===== src/rtl/obf_key_loader_if.sv =====
// obf_key_loader_if
//   Groups the key-loader request/serial/status signals into one bundle.
//   master : pin-logic side (drives start, key, ack_in; observes the rest)
//   slave  : the obf_key_loader itself
//   Signals:
//     start      request a transfer
//     key        key value to send (KEY_W bits)
//     ack_in     unlock acknowledge from the locked core
//     key_sclk   serial clock to the key receiver
//     key_sdata  serial data, MSB first
//     key_load   one-cycle strobe after the last frame bit
//     busy       transfer in progress
//     done       one-cycle pulse, acknowledge received
//     err        one-cycle pulse, acknowledge timed out
interface obf_key_loader_if #(
    parameter int KEY_W = 32
);
    logic             start;
    logic [KEY_W-1:0] key;
    logic             ack_in;
    logic             key_sclk;
    logic             key_sdata;
    logic             key_load;
    logic             busy;
    logic             done;
    logic             err;

    modport master (
        output start, key, ack_in,
        input  key_sclk, key_sdata, key_load, busy, done, err
    );

    modport slave (
        input  start, key, ack_in,
        output key_sclk, key_sdata, key_load, busy, done, err
    );
endinterface


===== src/rtl/obf_key_loader.sv =====
// obf_key_loader
//   Serializes {PREAMBLE, key, even parity} to the locked core's key
//   receiver over sclk/sdata, strobes key_load, then waits up to TIMEOUT
//   cycles for ack_in and reports done or err.
//   Ports:
//     clk  system clock, rising edge
//     rst  asynchronous active-high reset
//     bus  obf_key_loader_if slave modport (start/key/ack_in in,
//          key_sclk/key_sdata/key_load/busy/done/err out)
//   All outputs are registered.
module obf_key_loader #(
    parameter int          KEY_W    = 32,
    parameter int          DIV      = 2,
    parameter int          TIMEOUT  = 16,
    parameter logic [7:0]  PREAMBLE = 8'hA5
) (
    input  logic               clk,
    input  logic               rst,
    obf_key_loader_if.slave    bus
);
    localparam int N      = 8 + KEY_W + 1;
    localparam int PH_W   = $clog2(2 * DIV);
    localparam int BIT_W  = $clog2(N);
    localparam int WAIT_W = $clog2(TIMEOUT + 1);

    localparam logic [PH_W-1:0]   PH_LAST   = PH_W'(2 * DIV - 1);
    localparam logic [PH_W-1:0]   PH_HIGH   = PH_W'(DIV);
    localparam logic [BIT_W-1:0]  BIT_LAST  = BIT_W'(N - 1);
    localparam logic [WAIT_W-1:0] WAIT_LAST = WAIT_W'(TIMEOUT - 1);

    typedef enum logic [2:0] {
        S_IDLE,
        S_SHIFT,
        S_LOAD,
        S_WAIT_ACK,
        S_FINISH
    } state_t;

    state_t            r_state, w_state;
    logic [PH_W-1:0]   r_phase, w_phase;
    logic [BIT_W-1:0]  r_bit,   w_bit;
    logic [WAIT_W-1:0] r_wait,  w_wait;
    logic [N-1:0]      r_frame, w_frame;

    logic r_sclk, w_sclk;
    logic r_sdata, w_sdata;
    logic r_load, w_load;
    logic r_busy, w_busy;
    logic r_done, w_done;
    logic r_err,  w_err;

    always_ff @(posedge clk or posedge rst) begin
        if (rst) begin
            r_state <= S_IDLE;
            r_phase <= '0;
            r_bit   <= '0;
            r_wait  <= '0;
            r_frame <= '0;
            r_sclk  <= 1'b0;
            r_sdata <= 1'b0;
            r_load  <= 1'b0;
            r_busy  <= 1'b0;
            r_done  <= 1'b0;
            r_err   <= 1'b0;
        end else begin
            r_state <= w_state;
            r_phase <= w_phase;
            r_bit   <= w_bit;
            r_wait  <= w_wait;
            r_frame <= w_frame;
            r_sclk  <= w_sclk;
            r_sdata <= w_sdata;
            r_load  <= w_load;
            r_busy  <= w_busy;
            r_done  <= w_done;
            r_err   <= w_err;
        end
    end

    always_comb begin
        w_state = r_state;
        w_phase = r_phase;
        w_bit   = r_bit;
        w_wait  = r_wait;
        w_frame = r_frame;
        w_done  = 1'b0;
        w_err   = 1'b0;

        case (r_state)
            S_IDLE: begin
                if (bus.start) begin
                    w_state = S_SHIFT;
                    w_phase = '0;
                    w_bit   = '0;
                    w_frame = {PREAMBLE, bus.key, ^bus.key};
                end
            end
            S_SHIFT: begin
                // The frame only shifts when a new bit's low phase begins,
                // so sdata is stable across the whole bit period.
                if (r_phase == PH_LAST) begin
                    w_phase = '0;
                    if (r_bit == BIT_LAST) begin
                        w_state = S_LOAD;
                    end else begin
                        w_bit   = r_bit + BIT_W'(1);
                        w_frame = {r_frame[N-2:0], 1'b0};
                    end
                end else begin
                    w_phase = r_phase + PH_W'(1);
                end
            end
            S_LOAD: begin
                w_state = S_WAIT_ACK;
                w_wait  = '0;
            end
            S_WAIT_ACK: begin
                // Acknowledge wins over expiry on the final wait cycle.
                if (bus.ack_in) begin
                    w_state = S_FINISH;
                    w_done  = 1'b1;
                end else if (r_wait == WAIT_LAST) begin
                    w_state = S_FINISH;
                    w_err   = 1'b1;
                end else begin
                    w_wait = r_wait + WAIT_W'(1);
                end
            end
            S_FINISH: begin
                w_state = S_IDLE;
            end
            default: begin
                w_state = S_IDLE;
            end
        endcase

        // Outputs are decoded from the next state so they register in
        // step with the state they describe.
        w_sclk  = (w_state == S_SHIFT) && (w_phase >= PH_HIGH);
        w_sdata = (w_state == S_SHIFT) && w_frame[N-1];
        w_load  = (w_state == S_LOAD);
        w_busy  = (w_state == S_SHIFT) || (w_state == S_LOAD) ||
                  (w_state == S_WAIT_ACK);
    end

    assign bus.key_sclk  = r_sclk;
    assign bus.key_sdata = r_sdata;
    assign bus.key_load  = r_load;
    assign bus.busy      = r_busy;
    assign bus.done      = r_done;
    assign bus.err       = r_err;
endmodule


===== src/flat_wrapper.sv =====
// flat-port wrapper written by rule: the top's interface ports become plain ports
module obf_key_loader_flat 
#(
    parameter int          KEY_W    = 32,
    parameter int          DIV      = 2,
    parameter int          TIMEOUT  = 16,
    parameter logic [7:0]  PREAMBLE = 8'hA5
)
  (clk, rst, bus_start, bus_key, bus_ack_in, bus_key_sclk, bus_key_sdata, bus_key_load, bus_busy, bus_done, bus_err);
  obf_key_loader_if #(.KEY_W(KEY_W)) bus_i ();
  input  logic clk;
  input  logic rst;
  input wire logic [$bits(bus_i.start)-1:0] bus_start;
  input wire logic [$bits(bus_i.key)-1:0] bus_key;
  input wire logic [$bits(bus_i.ack_in)-1:0] bus_ack_in;
  output wire logic [$bits(bus_i.key_sclk)-1:0] bus_key_sclk;
  output wire logic [$bits(bus_i.key_sdata)-1:0] bus_key_sdata;
  output wire logic [$bits(bus_i.key_load)-1:0] bus_key_load;
  output wire logic [$bits(bus_i.busy)-1:0] bus_busy;
  output wire logic [$bits(bus_i.done)-1:0] bus_done;
  output wire logic [$bits(bus_i.err)-1:0] bus_err;
  assign bus_i.start = bus_start;
  assign bus_i.key = bus_key;
  assign bus_i.ack_in = bus_ack_in;
  assign bus_key_sclk = bus_i.key_sclk;
  assign bus_key_sdata = bus_i.key_sdata;
  assign bus_key_load = bus_i.key_load;
  assign bus_busy = bus_i.busy;
  assign bus_done = bus_i.done;
  assign bus_err = bus_i.err;
  obf_key_loader #(.KEY_W(KEY_W), .DIV(DIV), .TIMEOUT(TIMEOUT), .PREAMBLE(PREAMBLE)) u_core (.clk(clk), .rst(rst), .bus(bus_i));
endmodule

===== config.mk =====
export PLATFORM = sky130hd
export DESIGN_NAME = obf_key_loader_flat
export DESIGN_NICKNAME = d
export VERILOG_FILES = /design/src/rtl/obf_key_loader_if.sv /design/src/rtl/obf_key_loader.sv /design/src/flat_wrapper.sv
export SDC_FILE = /design/constraint.sdc
export NUM_CORES = 1
export LEC_CHECK = 0
export ABC_AREA = 1
export CAP_MARGIN = 0
export CORE_ASPECT_RATIO = 0.75
export CORE_MARGIN = 4
export CORE_UTILIZATION = 60
export CTS_CLUSTER_DIAMETER = 150
export DETAILED_ROUTE_END_ITERATION = 10
export PLACE_DENSITY = 0.94
export SLEW_MARGIN = 20
export SYNTH_ARGS = -nofsm -noshare
export SYNTH_HDL_FRONTEND = slang
export SYNTH_SLANG_ARGS = --single-unit

===== constraint.sdc =====
create_clock -name clk -period 5.6 [get_ports clk]
set_clock_uncertainty 0.15 [all_clocks]
set_input_delay 1.12 -clock clk [delete_from_list [all_inputs] [get_ports clk]]
set_output_delay 1.12 -clock clk [all_outputs]
set_load 0.05 [all_outputs]

==> results.md, run 1 <==
* Setup_tns at 0 ns
* DRT Pass-1 Iters at 5
* Most frequent cells in the layout: nand2_1, inv_1, dfrtp_1
* Mean post-synth cell area at 7.52 um2
* Minimum hold slack at 0.361 ns
* Initial Util at 0.642
* End of the critical path: u_core.r_bit[5]
* Final Hold Viols at 0
* Yosys reg bits at 63
* Area of the multi-input gates at 1620 um2
* CP required at 5.74 ns
* Power, Total at 1.92 mW
* Synth Cell Area at 3550 um2
* Worst-path clk slew at 0.08 ns
* DRC viols at 0
* H-tree depth at 3
* Fill count at 362
* Hold Path Class: reg2reg
* R2R Path Start: u_core.r_state[2]
* Worst-path fanout max at 34
* Post-CTS Setup Bufs at 0
* TritonCTS Sinks at 63
* Critical path endpoint category: register
* Drt wl/cell at 14.8 um
* Core Rows at 23
* Cells after Synth at 472
* RSZ-0062 raised after global routing: no
* Clk Latency, worst-skew pair at 0.36 ns
* Antenna cells at 0
* DIE AREA at 7220 um2
* DIE WIDTH at 96.8 um
* Critical path class: in2reg
* Root Driver: clkbuf_8
* Reg2reg setup slack at 3.02 ns
* Post_cts resized at 0
* YS warnings at 0
* Crit path launch type: input pin
* Vias in the first global route at 3390
* Final layout net count at 554
* Setup Viol. Count Final at 0
* Hold_buf cts at 0
* VDD IR max at 0.000300 V
* Core area at 5530 um2
* Final min period at 3.26 ns
* Final period utilization at 0.582
* DRT iter0 DRCs at 309
* Final WS setup at 2.34 ns
* Power Density at 456 nW/um2
* Global route overflow at 0
* Initial antenna violation count at 0
* Worst r2r dst: u_core.r_bit[5]
* Max-slew headroom at 0.486
* Vias/cell at 5.66
* Max-Cap Viols at 0
* Synth cell types at 29
* Routed vias at 3356
* Final ANT Viol Nets at 0
* Storage element area at 1580 um2
* Leakage power at 2.19 nW
* Most common cell after layout, fill and taps aside: nand2_1
* Wire length of the first global-routing pass at 15400 um
* Routed Wire Length at 8790 um
* FMAX at 307 MHz
* Worst-margin pin slew at 0.772 ns
* Clock Tree Buf Depth at 2
* Sequential share of the synthesized area at 0.444
* Status: finished, final reports clean
* Pin count of the biggest net entering global routing at 64
* Max-slew violation count at 0
* Area Growth Syn to Fin at 18.5%
* Num CTS Buffers at 9
* Layout cells sized above 1 at 0.0598
* Syn nets at 513
* Worst setup path start: bus_start
* # IOs at 42
* Worst Reg2Reg Path Length in Cells at 9
* Die Y-Extent at 74.6 um
* TritonCTS clock tree: done
* Post-placement setup slack at 2.07 ns
* # port buffers at 41
* Gr usage total at 0.268
* Placer Congestion at 0.788
* Critical Path AT at 3.40 ns
* DPL Wire Length at 5930 um
critical path, stage by stage:
cell and delay, ns:
clkdlybuf4s50_1 0.48, nand3_2 0.51, nand2_4 0.57, nand2_1 0.18, nor2_2 0.16, nand2_1 0.10, nand2_1 0.10, nand2_1 0.06
nor2_1 0.12
per-stage QoR:
stage               cells  cell area [um2]  utilization
detailed placement    577             4000        0.724
global placement      577             4000        0.724
finish                593             4210        0.761
global route          593             4210        0.761
CTS                   593             4210        0.761
floorplan             472             3550            -
area by class of cell:
type / count / share of cell area
clock inverter: 3 / 0.00952
sequential: 63 / 0.375
multi-input combinational: 319 / 0.384
tap: 75 / 0.0223
timing repair buffer: 42 / 0.0993
inverter: 78 / 0.0696
clock buffer: 13 / 0.0402
synthesized netlist by cell type:
library cell | number | area share
nor2_2 | 2 | 0.0035
dfrtp_1 | 63 | 0.44
inv_2 | 3 | 0.0032
nand3_1 | 21 | 0.030
nor3_1 | 4 | 0.0056
nand2_1 | 171 | 0.18
nor2_4 | 1 | 0.0032
o22ai_1 | 2 | 0.0035
clkbuf_1 | 2 | 0.0021
o211a_1 | 1 | 0.0028
o21ai_1 | 3 | 0.0042
inv_1 | 75 | 0.079
nand3_2 | 2 | 0.0056
buf_2 | 8 | 0.011
o21ai_0 | 14 | 0.020
buf_4 | 2 | 0.0042
nand4_4 | 1 | 0.0060
nand2_4 | 3 | 0.0095
xor2_1 | 6 | 0.015
nand2_2 | 1 | 0.0018
nor2_1 | 37 | 0.039
or2_1 | 2 | 0.0035
o211ai_1 | 7 | 0.015
ha_1 | 5 | 0.018
a21boi_0 | 1 | 0.0021
nor2_8 | 1 | 0.0056
o221ai_1 | 25 | 0.062
xnor2_1 | 7 | 0.017
a21oi_1 | 2 | 0.0028
logic make-up (layout without fill, tap and decap cells):
| logic type | after synthesis | after routing | share of synthesized area |
|---|---|---|---|
| flip-flops | 63 | 63 | 0.444 |
| adder cells (fa/ha/maj) | 5 | 5 | 0.0176 |
| XOR/XNOR | 13 | 13 | 0.0321 |
| buffers and inverters | 90 | 136 | 0.100 |
| AO/OA/AOI/OAI | 55 | 55 | 0.112 |
| AND/OR/NAND/NOR | 246 | 246 | 0.294 |
power breakdown:
group          internal [mW]  total (mW)  switching, mW
sequential             0.641       0.734         0.0924
clock                  0.241       0.417          0.176
combinational          0.265       0.767          0.502
layer usage:
metal / GRT usage / up-vias / share of wire
met1: 0.317 / 1587 / 0.41
li1: - / 1576 / -
met5: 0 / - / 0
met4: 0.104 / 0 / 0.029
met3: 0.0900 / 27 / 0.088
met2: 0.463 / 166 / 0.48
worst min path at each step:
stage,from,to,depth (start not counted)
after floorplan,u_core.r_frame[32],u_core.r_frame[32],2
after global placement,u_core.r_frame[37],u_core.r_frame[37],2
after detailed placement,u_core.r_frame[34],u_core.r_frame[34],2
after CTS,u_core.r_frame[34],u_core.r_frame[34],2
after global routing,u_core.r_frame[29],u_core.r_frame[29],2
final,u_core.r_frame[32],u_core.r_frame[32],2
registers in the layout, summed over array words and instances, names as in the netlist:
signal,count
u_core.bus.busy,1
u_core.bus.done,1
u_core.bus.err,1
u_core.bus.key_load,1
u_core.bus.key_sclk,1
u_core.bus.key_sdata,1
u_core.r_bit,6
u_core.r_frame,41
u_core.r_phase,2
u_core.r_state,3
u_core.r_wait,5
No activity file was read; power rests on OpenSTA's default activity.
==> inputs of run 2 (changes only) <==
Settings changed: CORE_UTILIZATION 60 to 56, PLACE_DENSITY 0.94 to 0.89.
Clock period 5.6 ns to 3.4 ns, I/O delays scaled along.
==> run 2 against run 1 <==
Clock power is 75% higher. Count of clock-buffer cells in the layout unchanged. Sequential share of layout area down 0.30 points. Total power rose by 65%. Utilization is 5.2 points lower. Worst hold slack got worse by 0.028 ns. Cell count is 0.84% higher. Via count shrank 5.8%. Combinational power increased by 62%. Largest power group unchanged.
==> results.md, run 2 (synthesis results as in run 1) <==
* Worst r2r dst: u_core.r_frame[31]
* Max-slew headroom at 0.590
* Crit path launch type: register
* CP required at 3.49 ns
* Layout cells sized above 1 at 0.0615
* Die Y-Extent at 76.9 um
* Final period utilization at 0.707
* Largest register by flop count: u_core.r_frame
* Setup_tns at 0 ns
* Routed vias at 3161
* Utilization after layout at 0.710
* Leakage power at 2.20 nW
* Vias/cell at 5.29
* Worst-margin pin slew at 0.614 ns
* Placed cell count at 582
* Dpl cell area at 4020 um2
* Worst-path clk slew at 0.06 ns
* DIE AREA at 7690 um2
* Hold_buf cts at 0
* Initial antenna violation count at 0
* Root Driver: clkbuf_8
* Routed Wire Length at 7970 um
* Worst-path fanout max at 34
* RSZ-0062 raised after global routing: no
* Final WS setup at 0.997 ns
* # IOs at 42
* Final layout net count at 556
* Critical Path AT at 2.50 ns
* Num CTS Buffers at 9
* GRT met2 Usage at 0.354
* Post-CTS Setup Bufs at 0
* Clk Latency, worst-skew pair at 0.34 ns
* Gr usage total at 0.220
* TritonCTS Sinks at 63
* Critical path endpoint category: register
* Minimum hold slack at 0.333 ns
* Final Hold Viols at 0
* Power, Total at 3.17 mW
* Global route overflow at 0
* Initial Util at 0.594
* Most frequent cells in the layout: nand2_1, inv_1, dfrtp_1
* Pin count of the biggest net entering global routing at 35
* Clock Tree Buf Depth at 2
* Antenna cells at 0
* Most common cell after layout, fill and taps aside: nand2_1
* DRT iter0 DRCs at 212
* Core area at 5980 um2
* Worst Reg2Reg Path Length in Cells at 8
* Post-placement setup slack at 1.03 ns
* Max-Cap Viols at 0
* Drt wl/cell at 13.3 um
* DPL Wire Length at 5710 um
* Max FFs per register at 41
* GR Layer Usage met1 at 0.292
* End of the critical path: u_core.r_frame[31]
* Area Growth Syn to Fin at 19.5%
* Setup Viol. Count Final at 0
* Wire length of the first global-routing pass at 13600 um
* DRC viols at 0
* VDD IR max at 0.000498 V
* Placer Congestion at 0.788
* Max-slew violation count at 0
* Worst setup path start: u_core.r_bit[0]
* Hold Path Class: reg2reg
* Post_cts resized at 0
* Status: finished, final reports clean
* Power Density at 748 nW/um2
* # port buffers at 41
* Leading registers by flop count: u_core.r_frame x41, u_core.r_bit x6, u_core.r_wait x5
* Most used routing layer: met2
* Vias in the first global route at 3068
* Final min period at 2.40 ns
* TritonCTS clock tree: done
* Final ANT Viol Nets at 0
* Core Rows at 24
* Met3 Use GR at 0.0453
* DIE WIDTH at 99.9 um
* DRT Pass-1 Iters at 5
* FMAX at 416 MHz
* Cell area after layout at 4240 um2
* R2R Path Start: u_core.r_bit[0]
* Reg2reg setup slack at 1.0 ns
* Critical path class: reg2reg
* Final cell count without fillers at 598
* H-tree depth at 3
run 2: changes by cell type in the layout (fill, tap and decap cells not counted), sizes merged:
cell	change
bufinv	+1
buf	+2
clkinv	-1
run 2: worst max-delay path, stage by stage (launching register included):
cell      delay, ns
dfrtp_1        0.40
inv_1          0.08
ha_1           0.19
nand4_4        0.27
nand2_4        0.36
nand2_4        0.28
inv_2          0.34
nand2_1        0.12
o221ai_1       0.10
run 2: metal layers:
layer | part of all wire | up-vias | routed length (um)
li1 | - | 1577 | -
met1 | 0.45 | 1470 | 3560
met2 | 0.47 | 100 | 3770
met3 | 0.063 | 14 | 502
met4 | 0.017 | 0 | 133
met5 | 0 | - | 0
run 2: area by class of cell:
class	count	area, um2
Multi-Input combinational cell	319	1620
Sequential cell	63	1580
Clock inverter	3	65.1
Fill cell	470	1740
Inverter	78	293
Tap cell	78	97.6
Clock buffer	13	159
Timing Repair Buffer	44	433
run 2: how the worst min path moves through the flow:
stage,start,endpoint,slack (ns),cells past startpoint
after CTS,u_core.r_frame[37],u_core.r_frame[37],0.33,2
final,u_core.r_frame[37],u_core.r_frame[37],0.33,2
after global placement,u_core.r_frame[37],u_core.r_frame[37],0.31,2
after floorplan,u_core.r_frame[32],u_core.r_frame[32],0.30,2
after global routing,u_core.r_frame[37],u_core.r_frame[37],0.36,2
after detailed placement,u_core.r_frame[37],u_core.r_frame[37],0.32,2
run 2: report_power, final:
part           switching, mW  internal, mW  total (mW)
Sequential             0.140          1.06        1.20
Combinational          0.804         0.441        1.24
Clock                  0.277         0.452       0.729
Total                   1.22          1.95        3.17
==> inputs of run 3 (changes only) <==
Clock period 3.4 ns to 2.3 ns, I/O delays scaled along.
==> run 3 against run 2 <==
Clock power is 45% higher. Wire length is 6.0% higher. Sequential power is 48% higher. Combinational power is 56% higher. Worst hold slack worse by 0.063 ns. Sequential share of layout area is 0.40 points lower. Cell count is 0.67% higher. Non-clock buffer count is 4 higher. Count of clock-buffer cells in the layout is 1 higher. Total power is 50% higher. First-iteration DRC count is 40% higher. Final area is 1.1% higher. Critical endpoint is now bus_key_sdata.
==> results.md, run 3 (synthesis results as in run 1) <==
* H-tree depth at 3
* Crit-path leading delay family: buffers and inverters
* Max-slew violation count at 0
* Initial antenna violation count at 0
* VDD IR max at 0.000805 V
* DRC viols at 0
* Largest register by flop count: u_core.r_frame
* Drt wl/cell at 14.0 um
* CP Buf/Inv Count at 1
* Root Driver: clkbuf_8
* Post-CTS Setup Bufs at 0
* Final layout net count at 560
* Status: finished, final reports clean
* Max-Cap Viols at 0
* Leading registers by flop count: u_core.r_frame x41, u_core.r_bit x6, u_core.r_wait x5
* Core Rows at 24
* Reg2reg setup slack at 0.24 ns
* Worst r2r dst: u_core.r_wait[3]
* Hold Path Class: in2async
* Final period utilization at 0.922
* Clock Tree Buf Depth at 2
* Placer Congestion at 0.819
* Initial Util at 0.594
* Vias/cell at 5.38
* Worst-path clk slew at 0.07 ns
* Worst-margin pin slew at 0.498 ns
* R2R Path Start: u_core.r_wait[0]
* Setup_tns at 0 ns
* Antenna cells at 0
* CP required at 1.69 ns
* Vias in the first global route at 3178
* Power Density at 1110 nW/um2
* Num CTS Buffers at 9
* Final cell count without fillers at 602
* Fill count at 454
* DPL Wire Length at 6030 um
* Pin count of the biggest net entering global routing at 49
* Crit path launch type: register
* Core area at 5980 um2
* Crit-path cells: clkdlybuf4s50_1
* Post_cts resized at 0
* Final Hold Viols at 0
* Layout cells sized above 1 at 0.0725
* Cell area after layout at 4290 um2
* TritonCTS Sinks at 63
* Leakage power at 2.23 nW
* Worst Reg2Reg Path Length in Cells at 10
* Max FFs per register at 41
* Power, Total at 4.76 mW
* Die Y-Extent at 76.9 um
* Routed Wire Length at 8440 um
* Area Growth Syn to Fin at 20.8%
* Worst-path fanout max at 1
* DRT iter0 DRCs at 296
* Dpl cell area at 4060 um2
* DRT Pass-1 Iters at 5
* DIE WIDTH at 99.9 um
* Final ANT Viol Nets at 0
* Clk Latency, worst-skew pair at 0.34 ns
* # IOs at 42
* Routed vias at 3241
* Most common cell after layout, fill and taps aside: nand2_1
* Placed cell count at 586
* Most frequent cells in the layout: nand2_1, inv_1, dfrtp_1
* FMAX at 471 MHz
* Gr usage total at 0.228
* Critical path endpoint category: output port
* Hold_buf cts at 0
* Global route overflow at 0
* DIE AREA at 7690 um2
* Stages on the worst setup path at 1
* # port buffers at 41
* Wire length of the first global-routing pass at 14000 um
* RSZ-0062 raised after global routing: no
* Critical Path Slowest Stage Cell: clkdlybuf4s50_1
* Critical path class: reg2out
* Final min period at 2.12 ns
* Minimum hold slack at 0.269 ns
* Setup Viol. Count Final at 0
* Critical Path AT at 1.51 ns
* CP peak stage delay at 0.81 ns
* Max-slew headroom at 0.667
* TritonCTS clock tree: done
-- run 3: metrics by stage --
step / worst slack [ns] / util
finish: 0.178 / 0.717
floorplan: 0.120 / -
global route: 0.0867 / 0.717
CTS: 0.160 / 0.717
global placement: 0.175 / 0.679
detailed placement: 0.123 / 0.679
-- run 3: how the worst max path moves through the flow --
stage	start	to	slack, ns
3_5_place_dp	bus_key[11]	u_core.r_frame[0]	0.12
3_3_place_gp	bus_key[11]	u_core.r_frame[0]	0.17
5_1_grt	u_core.r_wait[0]	u_core.r_wait[2]	0.09
6_report	u_core.bus.key_sdata	bus_key_sdata	0.18
4_1_cts	u_core.bus.key_sdata	bus_key_sdata	0.16
2_1_floorplan	rst	u_core.bus.busy	0.12
-- run 3: layer usage --
layer | share of wire | up-vias | wire length (um) | track usage
met1 | 0.44 | 1498 | 3710 | 0.295
met4 | 0.022 | 0 | 183 | 0.0941
met5 | 0 | - | 0 | 0
met2 | 0.46 | 135 | 3910 | 0.360
met3 | 0.076 | 25 | 639 | 0.0662
li1 | - | 1583 | - | -
-- run 3: area by class of cell --
| type | count | area (um2) | share of cell area |
|---|---|---|---|
| Timing Repair Buffer | 48 | 475 | 0.111 |
| Sequential cell | 63 | 1580 | 0.368 |
| Tap cell | 78 | 97.6 | 0.0228 |
| Multi-Input combinational cell | 319 | 1620 | 0.377 |
| Inverter | 78 | 293 | 0.0683 |
| Clock buffer | 14 | 193 | 0.0450 |
| Clock inverter | 2 | 35.0 | 0.00817 |
-- run 3: power breakdown --
group / switching [mW] / leakage (nW) / total [mW] / internal, mW
Combinational: 1.24 / 1.31 / 1.93 / 0.686
Sequential: 0.213 / 0.798 / 1.77 / 1.56
Clock: 0.412 / 0.119 / 1.06 / 0.647
